$ cat src/rtl/adpll_pkg.sv
// ---------------------------------------------------------------------------
// adpll_pkg
//   Shared definitions for the ADPLL loop-control blocks: the gear encoding
//   seen on gear_o, the scheduler state type built on it, the window
//   comparison mode for error_window_counter, and a saturating two's-
//   complement magnitude helper reused by lock detectors and benches.
// ---------------------------------------------------------------------------
package adpll_pkg;

    localparam logic [1:0] GEAR_IDLE = 2'd0;
    localparam logic [1:0] GEAR_ACQ  = 2'd1;
    localparam logic [1:0] GEAR_TRK  = 2'd2;
    localparam logic [1:0] GEAR_LCK  = 2'd3;

    // State values equal the gear code so gear_o is the state register itself.
    typedef enum logic [1:0] {
        ST_IDLE = GEAR_IDLE,
        ST_ACQ  = GEAR_ACQ,
        ST_TRK  = GEAR_TRK,
        ST_LCK  = GEAR_LCK
    } gear_state_e;

    // WIN_INSIDE: hit when |e| <= threshold; WIN_OUTSIDE: hit when |e| > threshold.
    typedef enum logic {
        WIN_INSIDE,
        WIN_OUTSIDE
    } win_mode_e;

    // Magnitude of a sign-extended w-bit value. The most-negative w-bit value
    // has no positive counterpart, so it saturates to 2^(w-1)-1.
    function automatic logic [31:0] abs_sat(input logic signed [31:0] e,
                                            input int unsigned         w);
        logic signed [31:0] most_neg;
        most_neg = -(32'sd1 <<< (w - 1));
        if (e == most_neg) begin
            return (32'd1 << (w - 1)) - 32'd1;
        end else if (e < 0) begin
            return unsigned'(-e);
        end else begin
            return unsigned'(e);
        end
    endfunction

endpackage

$ cat src/rtl/error_window_counter.sv
// ---------------------------------------------------------------------------
// error_window_counter
//   Compares |error_i| against a threshold and counts consecutive samples
//   that fall in the selected window. The count clears on any miss or on
//   clear_i and saturates at SAT_COUNT.
// Ports
//   gen_clk_i  in   1            clock, rising edge
//   reset_i    in   1            asynchronous, active-high reset
//   clear_i    in   1            synchronous clear of the run counter
//   error_i    in   ERROR_WIDTH  signed error sample
//   hit_o      out  1            current sample is in the window (combinational)
//   cnt_o      out  CNT_WIDTH    consecutive hits before this sample (registered)
// ---------------------------------------------------------------------------
module error_window_counter
    import adpll_pkg::*;
#(
    parameter int unsigned ERROR_WIDTH = 5,
    parameter int unsigned THRESH      = 2,
    parameter win_mode_e   MODE        = WIN_INSIDE,
    parameter int unsigned SAT_COUNT   = 16,
    parameter int unsigned CNT_WIDTH   = 8
) (
    input  logic                          gen_clk_i,
    input  logic                          reset_i,
    input  logic                          clear_i,
    input  logic signed [ERROR_WIDTH-1:0] error_i,
    output logic                          hit_o,
    output logic [CNT_WIDTH-1:0]          cnt_o
);

    localparam logic [CNT_WIDTH-1:0] CNT_MAX = CNT_WIDTH'(SAT_COUNT);

    logic [31:0]          mag;
    logic [CNT_WIDTH-1:0] cnt_d;
    logic [CNT_WIDTH-1:0] cnt_q;

    always_comb begin
        mag = abs_sat(32'(error_i), ERROR_WIDTH);
        if (MODE == WIN_INSIDE) begin
            hit_o = (mag <= THRESH);
        end else begin
            hit_o = (mag > THRESH);
        end
    end

    always_comb begin
        cnt_d = cnt_q;
        if (clear_i || !hit_o) begin
            cnt_d = '0;
        end else if (cnt_q != CNT_MAX) begin
            cnt_d = cnt_q + CNT_WIDTH'(1);
        end
    end

    always_ff @(posedge gen_clk_i or posedge reset_i) begin
        if (reset_i) begin
            cnt_q <= '0;
        end else begin
            cnt_q <= cnt_d;
        end
    end

    assign cnt_o = cnt_q;

endmodule

$ cat src/rtl/loop_gain_scheduler.sv
// ---------------------------------------------------------------------------
// loop_gain_scheduler
//   Gear-shifting kp/ki controller for the ADPLL PI loop filter. Steps
//   IDLE -> ACQUIRE -> TRACK -> LOCKED as the phase error settles and drops
//   back to ACQUIRE on a run of large errors. Every gear change blanks the
//   error for SETTLE_CYCLES edges so the loop can absorb the new gains.
// Ports
//   gen_clk_i      in   1            generated clock, rising edge
//   reset_i        in   1            asynchronous, active-high reset
//   enable_i       in   1            1 = run scheduler; 0 = force IDLE
//   error_i        in   ERROR_WIDTH  signed phase error, sampled every edge
//   kp_o           out  KP_WIDTH     proportional gain, registered
//   ki_o           out  KI_WIDTH     integral gain, registered
//   gear_o         out  2            0 IDLE, 1 ACQUIRE, 2 TRACK, 3 LOCKED
//   locked_o       out  1            1 while in LOCKED
//   gain_update_o  out  1            one-cycle pulse on every gear change
// ---------------------------------------------------------------------------
module loop_gain_scheduler
    import adpll_pkg::*;
#(
    parameter int unsigned ERROR_WIDTH   = 5,
    parameter int unsigned KP_WIDTH      = 5,
    parameter int unsigned KI_WIDTH      = 7,
    parameter int unsigned KP_ACQ        = 8,
    parameter int unsigned KI_ACQ        = 16,
    parameter int unsigned KP_TRK        = 4,
    parameter int unsigned KI_TRK        = 4,
    parameter int unsigned KP_LCK        = 1,
    parameter int unsigned KI_LCK        = 1,
    parameter int unsigned LOCK_THRESH   = 2,
    parameter int unsigned UNLOCK_THRESH = 6,
    parameter int unsigned LOCK_COUNT    = 16,
    parameter int unsigned UNLOCK_COUNT  = 4,
    parameter int unsigned SETTLE_CYCLES = 8,
    parameter int unsigned CNT_WIDTH     = 8
) (
    input  logic                          gen_clk_i,
    input  logic                          reset_i,
    input  logic                          enable_i,
    input  logic signed [ERROR_WIDTH-1:0] error_i,
    output logic [KP_WIDTH-1:0]           kp_o,
    output logic [KI_WIDTH-1:0]           ki_o,
    output logic [1:0]                    gear_o,
    output logic                          locked_o,
    output logic                          gain_update_o
);

    localparam logic [CNT_WIDTH-1:0] LOCK_LAST   = CNT_WIDTH'(LOCK_COUNT - 1);
    localparam logic [CNT_WIDTH-1:0] UNLOCK_LAST = CNT_WIDTH'(UNLOCK_COUNT - 1);
    localparam logic [CNT_WIDTH-1:0] SETTLE_LOAD = CNT_WIDTH'(SETTLE_CYCLES);

    gear_state_e          state_q;
    gear_state_e          state_d;
    logic [CNT_WIDTH-1:0] settle_q;
    logic [CNT_WIDTH-1:0] settle_d;
    logic [KP_WIDTH-1:0]  kp_q;
    logic [KP_WIDTH-1:0]  kp_d;
    logic [KI_WIDTH-1:0]  ki_q;
    logic [KI_WIDTH-1:0]  ki_d;
    logic                 gain_update_q;
    logic                 gain_update_d;

    logic                 in_win;
    logic                 out_win;
    logic [CNT_WIDTH-1:0] good_cnt;
    logic [CNT_WIDTH-1:0] bad_cnt;
    logic                 settled;
    logic                 state_change;
    logic                 cnt_clear;

    error_window_counter #(
        .ERROR_WIDTH (ERROR_WIDTH),
        .THRESH      (LOCK_THRESH),
        .MODE        (WIN_INSIDE),
        .SAT_COUNT   (LOCK_COUNT),
        .CNT_WIDTH   (CNT_WIDTH)
    ) u_lock_win (
        .gen_clk_i (gen_clk_i),
        .reset_i   (reset_i),
        .clear_i   (cnt_clear),
        .error_i   (error_i),
        .hit_o     (in_win),
        .cnt_o     (good_cnt)
    );

    error_window_counter #(
        .ERROR_WIDTH (ERROR_WIDTH),
        .THRESH      (UNLOCK_THRESH),
        .MODE        (WIN_OUTSIDE),
        .SAT_COUNT   (UNLOCK_COUNT),
        .CNT_WIDTH   (CNT_WIDTH)
    ) u_unlock_win (
        .gen_clk_i (gen_clk_i),
        .reset_i   (reset_i),
        .clear_i   (cnt_clear),
        .error_i   (error_i),
        .hit_o     (out_win),
        .cnt_o     (bad_cnt)
    );

    // Next state. The shift decision uses the stored run (cnt == N-1) plus the
    // live sample, so the gear changes on the edge that samples the N-th hit.
    always_comb begin
        state_d = state_q;
        settled = (settle_q == '0);
        if (!enable_i) begin
            state_d = ST_IDLE;
        end else if (settled) begin
            case (state_q)
                ST_IDLE: state_d = ST_ACQ;
                ST_ACQ: begin
                    if (good_cnt == LOCK_LAST && in_win) begin
                        state_d = ST_TRK;
                    end
                end
                ST_TRK: begin
                    if (good_cnt == LOCK_LAST && in_win) begin
                        state_d = ST_LCK;
                    end else if (bad_cnt == UNLOCK_LAST && out_win) begin
                        state_d = ST_ACQ;
                    end
                end
                ST_LCK: begin
                    if (bad_cnt == UNLOCK_LAST && out_win) begin
                        state_d = ST_ACQ;
                    end
                end
                default: state_d = ST_IDLE;
            endcase
        end
    end

    // Settle blanking, counter clear and the registered gain set, all keyed
    // off the state being entered so outputs move on the deciding edge.
    always_comb begin
        state_change = (state_d != state_q);
        settle_d     = settle_q;
        if (state_change) begin
            settle_d = SETTLE_LOAD;
        end else if (!settled) begin
            settle_d = settle_q - CNT_WIDTH'(1);
        end
        cnt_clear     = state_change || !settled;
        gain_update_d = state_change;

        kp_d = KP_WIDTH'(KP_ACQ);
        ki_d = KI_WIDTH'(KI_ACQ);
        case (state_d)
            ST_TRK: begin
                kp_d = KP_WIDTH'(KP_TRK);
                ki_d = KI_WIDTH'(KI_TRK);
            end
            ST_LCK: begin
                kp_d = KP_WIDTH'(KP_LCK);
                ki_d = KI_WIDTH'(KI_LCK);
            end
            default: begin
                kp_d = KP_WIDTH'(KP_ACQ);
                ki_d = KI_WIDTH'(KI_ACQ);
            end
        endcase
    end

    always_ff @(posedge gen_clk_i or posedge reset_i) begin
        if (reset_i) begin
            state_q       <= ST_IDLE;
            settle_q      <= '0;
            kp_q          <= KP_WIDTH'(KP_ACQ);
            ki_q          <= KI_WIDTH'(KI_ACQ);
            gain_update_q <= 1'b0;
        end else begin
            state_q       <= state_d;
            settle_q      <= settle_d;
            kp_q          <= kp_d;
            ki_q          <= ki_d;
            gain_update_q <= gain_update_d;
        end
    end

    assign kp_o          = kp_q;
    assign ki_o          = ki_q;
    assign gear_o        = state_q;
    assign locked_o      = (state_q == ST_LCK);
    assign gain_update_o = gain_update_q;

endmodule

$ cat config.mk
export PLATFORM = sky130hd
export DESIGN_NAME = loop_gain_scheduler
export DESIGN_NICKNAME = d
export VERILOG_FILES = /design/src/rtl/adpll_pkg.sv /design/src/rtl/error_window_counter.sv /design/src/rtl/loop_gain_scheduler.sv
export SDC_FILE = /design/constraint.sdc
export NUM_CORES = 1
export LEC_CHECK = 0
export CORE_MARGIN = 10
export CORE_UTILIZATION = 55
export DETAILED_ROUTE_END_ITERATION = 8
export PLACE_DENSITY = 0.79
export SLEW_MARGIN = 25
export SYNTH_ARGS = -nofsm -noshare
export SYNTH_HDL_FRONTEND = slang
export SYNTH_SLANG_ARGS = --single-unit
$ cat constraint.sdc
create_clock -name gen_clk_i -period 2.52 [get_ports gen_clk_i]
set_input_delay 0.504 -clock gen_clk_i [delete_from_list [all_inputs] [get_ports gen_clk_i]]
set_output_delay 0.504 -clock gen_clk_i [all_outputs]
set_load 0.02 [all_outputs]
==> reports/metrics.csv, run 1 <==
metric,value,unit
Slew HR,61.5,%
largest net degree at the start of global routing,31,
sequential share of power,42.2,%
global-route wire length before repair,7.36,mm
dpl cells,261,
H-tree lvl count,2,
GP Congestion,0.879,
vias in the first global route,1629,
Ports,24,
grt met1 use,16.0,%
Placement Cell Area,2160,sq um
Area Overhead vs Synth,24.2,%
drt total wl,4.52,mm
initial antenna violation count,0,
clock share of power,21.0,%
routed len/inst,16.7,microns
sw frac,35.9,%
CP Capture Type,flop,
arrival time at the worst endpoint,2.64,ns
hold buffer count at cts,0,
Clock Latency Late Sink,0.33,ns
hold_ws,0.537,ns
kind of critical path,in -> reg,
Post-DRT Antenna Nets,0,
Vias per Instance,5.70,
synth unique cells,49,
"Clk pin slew, worst setup/hold paths",0.09,ns
met2 Use GR,24.7,%
Final WS setup,0.107,ns
die area,6180,sq um
postcts setup bufs,0,
Period minus WS final,2.41,ns
combinational share of power,36.8,%
Fmax,414,MHz
crit path from,error_i[4],
Fin. Hold Viols,0,
"commonest non-fill, non-tap cell in the layout",dfrtp_1,
Rows,21,
clock skew,0.00869,ns
Worst Setup EP,settle_q[2]$_DFFE_PP0P_,
ys flop type,dfrtp_1,
Die H,78.6,microns
"EDFF count, synth",0,
"Remaining Overflow, GRT",0,
post-route cell area,2340,sq um
RSZ-0062 raised after global routing,no,
final net count,238,
cell count after synthesis,189,
Yosys warning count,0,
period utilization,95.8,%
r2r startpoint,u_unlock_win.cnt_o[0]$_DFFE_PP0P_,
CTS Root Buffer Type,clkbuf_4,
layout cell share with drive strength beyond 1,24.0,%
Die Span X,78.6,microns
fin cells,271,
"Seq/Total Area, Yosys",39.8,%
CTS sink count,30,
Post-Syn Area,1890,sq um
TritonRoute pass-1 iters,4,
global routing usage on met3,4.90,%
Critical Path RT,2.75,ns
FF-to-FF setup slack,0.27,ns
R2R depth,8,
worst-margin pin slew,0.572,ns
crit-path max FO,7,
Initial Utilization,56.6,%
global routing's busiest layer,met2,
#FFs+latches synth,30,
Leak,1.02,nW
Ant. Diodes,0,
Worst Setup Start Kind,primary input,
GRT Util Overall,14.7,%
status,completed,
final setup fails,0,
most frequent cells in the layout,"dfrtp_1, buf_4, clkdlybuf4s50_1",
dpl hpwl,3.08,mm
VDD IR max,571,uV
DRT iter0 DRCs,167,
P_sw,0.000508,W
Max-cap violations,0,
number of remaining DRC errors,0,
"FFs w/ async S/R, synth",100,%
total clock buffers created by CTS,5,
CTS tree,done,
# port buffers,17,
CTS Buffer Depth,2,
worst r2r dst,u_lock_win.cnt_o[1]$_DFFE_PP0P_,
P_int,0.000909,W
max-slew violations,0,
Via Count,1546,
Core ar.,3340,sq um
HP Class,in -> async,
dpl ws,-0.451,ns
pwr/cell area,604,nW/um^2
mean post-synth cell area,9.99,sq um
==> registers in the layout, indices dropped and copies added (netlist names) <==
name                flops
gear_o                  2
u_lock_win.cnt_o        8
u_unlock_win.cnt_o      8
kp_o                    3
settle_q                8
gain_update_o           1
==> kinds of logic (layout without fill, tap and decap cells) <==
| logic type | after synthesis | count (layout) | share of synthesized area [%] |
|---|---|---|---|
| buffers and inverters | 26 | 56 | 9.28 |
| muxes | 4 | 4 | 2.19 |
| and+or+nand+nor | 79 | 79 | 25.8 |
| adders and majority gates | 6 | 6 | 3.98 |
| xor gates and xnor gates | 16 | 16 | 7.42 |
| AOI/OAI and AO/OA | 27 | 28 | 11.3 |
| DFF | 30 | 30 | 39.8 |
| other | 1 | 6 | 0.199 |
==> Yosys cell counts (2+ instances only) <==
master | number | area share (%)
nor4_2 | 6 | 4.0
nand2b_1 | 4 | 1.3
o21a_1 | 2 | 0.79
mux2i_1 | 3 | 1.6
xnor2_1 | 9 | 4.2
buf_6 | 3 | 1.8
buf_4 | 10 | 4.0
or3_1 | 2 | 0.66
xor2_1 | 7 | 3.2
nand2_1 | 9 | 1.8
inv_1 | 11 | 2.2
o21ai_1 | 2 | 0.53
o21ai_0 | 2 | 0.53
nor2_1 | 14 | 2.8
o211a_1 | 2 | 1.1
nor2b_1 | 4 | 1.3
and3_1 | 6 | 2.0
dfrtp_1 | 29 | 38
nand3_1 | 8 | 2.1
a21oi_1 | 6 | 1.6
nor4_1 | 8 | 2.7
ha_1 | 6 | 4.0
nor3_1 | 8 | 2.1
and2_1 | 2 | 0.66
nand3b_1 | 2 | 0.79
==> layer usage <==
metal  share of wire, %  vias up
met2                 53       55
met3                4.7       16
met5                  0        -
li1                   -      734
met4                3.2        0
met1                 39      741
==> power groups by stage <==
stage          Combinational, W  Sequential, W  Clock, W
2_1_floorplan          0.000349       0.000598         0
3_3_place_gp           0.000419       0.000597         0
3_5_place_dp           0.000443       0.000603         0
4_1_cts                0.000472       0.000595  0.000307
5_1_grt                0.000567       0.000608  0.000334
6_report               0.000521       0.000598  0.000298
==> through the flow <==
| step | utilization (%) | power, W | setup TNS [ns] |
|---|---|---|---|
| after floorplan | - | 0.000947 | 0 |
| after global placement | 64.6 | 0.00102 | -7.40 |
| after detailed placement | 64.6 | 0.00105 | -10.17 |
| after CTS | 67.3 | 0.00137 | 0 |
| after global routing | 70.3 | 0.00151 | 0 |
| final | 70.3 | 0.00142 | 0 |
==> worst max-delay path, stage by stage <==
cell and delay [ns]:
clkdlybuf4s50_1 0.59, mux2i_1 0.22, o32a_1 0.25, buf_6 0.12, o211ai_1 0.14, buf_4 0.20, a21oi_1 0.24, o211a_2 0.29
nor2_1 0.06
==> cell type report <==
| type | instances | area [sq um] |
|---|---|---|
| Clock buffer | 7 | 55.1 |
| Inverter | 11 | 41.3 |
| Tap cell | 46 | 57.6 |
| Sequential cell | 30 | 752 |
| Fill cell | 243 | 992 |
| Timing Repair Buffer | 37 | 359 |
| Multi-Input combinational cell | 139 | 1070 |
| Clock inverter | 1 | 5.00 |
==> what timing repair did <==
action / CTS / global route
hold endpoints to repair: 0 / 0
cloned: 0 / 2
endpoints found under the setup margin: 21 / 27
pin swaps: 2 / 5
resized for setup: 6 / 13
==> how the worst min path moves through the flow <==
stage / slack [ns] / startpoint / cells after the start / to
floorplan: 0.51 / settle_q[6]$_DFFE_PP0P_ / 2 / settle_q[6]$_DFFE_PP0P_
global placement: 0.53 / settle_q[6]$_DFFE_PP0P_ / 2 / settle_q[6]$_DFFE_PP0P_
detailed placement: 0.57 / settle_q[6]$_DFFE_PP0P_ / 2 / settle_q[6]$_DFFE_PP0P_
CTS: 0.54 / reset_i / 3 / settle_q[2]$_DFFE_PP0P_
global route: 0.60 / reset_i / 3 / settle_q[2]$_DFFE_PP0P_
finish: 0.54 / reset_i / 3 / settle_q[3]$_DFFE_PP0P_
Power figures use the tool's default switching activity.
==> run 2, diff against run 1 <==
CORE_ASPECT_RATIO = 1.75   (was default)
SKIP_CTS_REPAIR_TIMING = 1   (was default)
==> run 2 against run 1 <==
  * First-iteration DRC count is 78% lower
  * Core utilization is 0.92 points lower
  * Clock power is 14% higher
  * Non-clock buffer count is 1 higher
  * Hold slack better by 0.034 ns
  * Combinational power is 7.3% lower
  * Design area is 0.53% lower
  * Global-route usage is 1.6 points lower
  * Sequential power hardly changed
  * Cell count is 0.74% lower
  * Maximum frequency is 1.4% lower
  * Register-to-register slack worse by 0.03 ns
  * Critical path type unchanged
  * Largest cell class unchanged
  * Highest routed layer unchanged
==> reports/metrics.csv, run 2 (same netlist as run 1, synthesis figures left out) <==
metric,value,unit
CP Capture Type,flop,
routed len/inst,15.3,microns
final setup fails,0,
sw frac,33.5,%
register area,752,sq um
VDD IR max,615,uV
dpl hpwl,3.15,mm
P_sw,0.000477,W
Fmax,409,MHz
layout cell share with drive strength beyond 1,24.6,%
H-tree lvl count,2,
die area,6270,sq um
Area Overhead vs Synth,23.5,%
kind of critical path,in -> reg,
Period minus WS final,2.45,ns
combinational share of power,34.0,%
sequential share of power,42.1,%
Clock Latency Late Sink,0.27,ns
Slew HR,59.3,%
Rows,28,
worst-margin pin slew,0.610,ns
Via Count,1512,
Critical Path RT,2.66,ns
total clock buffers created by CTS,5,
most frequent cells in the layout,"dfrtp_1, buf_4, clkdlybuf4s50_1",
P_int,0.000944,W
status,completed,
fillers,260,
initial antenna violation count,0,
Ports,24,
"Remaining Overflow, GRT",0,
CTS tree,done,
clock skew,0.00465,ns
Final WS setup,0.0735,ns
# port buffers,17,
CTS Root Buffer Type,clkbuf_8,
post-route cell area,2330,sq um
arrival time at the worst endpoint,2.59,ns
period utilization,97.1,%
largest net degree at the start of global routing,18,
"commonest non-fill, non-tap cell in the layout",dfrtp_1,
Placement Cell Area,2150,sq um
Die Span X,64.3,microns
pwr/cell area,609,nW/um^2
hold depth,2,
vias in the first global route,1533,
CTS sink count,30,
final net count,238,
Vias per Instance,5.62,
HP Class,reg -> reg,
Max-cap violations,0,
Initial Utilization,56.1,%
max-slew violations,0,
dpl ws,-0.429,ns
TritonRoute pass-1 iters,4,
clock share of power,23.9,%
Worst Setup Start Kind,primary input,
R2R depth,5,
global-route wire length before repair,6.74,mm
hold_ws,0.571,ns
RSZ-0062 raised after global routing,no,
Core ar.,3360,sq um
multi-input logic area,1060,sq um
drt total wl,4.10,mm
number of remaining DRC errors,0,
Post-DRT Antenna Nets,0,
GRT Util Overall,13.0,%
CTS Buffer Depth,2,
DRT iter0 DRCs,37,
Fin. Hold Viols,0,
crit-path max FO,8,
GP Congestion,0.857,
Die H,97.5,microns
Leak,0.979,nW
fin util,69.3,%
Ant. Diodes,0,
"Clk pin slew, worst setup/hold paths",0.06,ns
run 2: cell count changes in the layout (fill, tap and decap cells not counted), moves of 2 or more:
cell,delta
clkbuf_8,+4
nor3_2,+2
nor4_1,-3
nor4_2,+4
nor3_1,-2
buf_8,+2
buf_4,+2
clkbuf_4,-5
run 2: layer usage:
metal  global-route usage [%]  routed length, microns  up-vias
li1                         -                       -      731
met1                     11.4                    1360      749
met2                     25.2                    2510       28
met3                     4.16                     170        4
met4                     5.96                      70        0
met5                        0                       0        -
run 2: path summary, 6_finish.rpt:
path / slack (ns) / end / startpoint
hold reg to reg: 0.57 / settle_q[6]$_DFFE_PP0P_ / settle_q[6]$_DFFE_PP0P_
max in group asynchronous: 1.36 / kp_o[0]$_DFF_PP0_ / reset_i
hold / removal: 0.57 / settle_q[6]$_DFFE_PP0P_ / settle_q[6]$_DFFE_PP0P_
min in group asynchronous: 0.60 / u_unlock_win.cnt_o[6]$_DFFE_PP0P_ / reset_i
setup / recovery: 0.07 / u_unlock_win.cnt_o[3]$_DFFE_PP0P_ / error_i[4]
setup reg to reg: 0.24 / kp_o[0]$_DFF_PP0_ / settle_q[3]$_DFFE_PP0P_
run 2: final cells by class:
cell class / instances / area share, %
flip-flops and latches: 30 / 32.2
clock buffers: 7 / 3.27
inverters: 11 / 1.77
repair buffers: 38 / 14.9
well taps: 45 / 2.41
multi-input cells: 138 / 45.4
run 2: worst max-delay path, stage by stage:
cell	delay, ns
clkdlybuf4s50_1	0.58
nand2_1	0.09
o32a_1	0.39
o31a_2	0.42
a41oi_2	0.18
and3_4	0.23
buf_8	0.14
nor4_2	0.05
run 2: per-stage QoR:
step | instances | total power [W] | TNS (ns)
floorplan | 194 | 0.000947 | 0
global placement | 261 | 0.00102 | -7.29
detailed placement | 261 | 0.00104 | -10.22
CTS | 268 | 0.00139 | -2.47
global route | 269 | 0.00151 | 0
finish | 269 | 0.00142 | 0
run 2: power groups by stage:
stage / logic [W] / registers, W / clock network (W)
final: 0.000483 / 0.000598 / 0.000340
after global routing: 0.000534 / 0.000604 / 0.000371
after CTS: 0.000444 / 0.000596 / 0.000349
after detailed placement: 0.000439 / 0.000604 / 0
after global placement: 0.000419 / 0.000598 / 0
after floorplan: 0.000349 / 0.000598 / 0
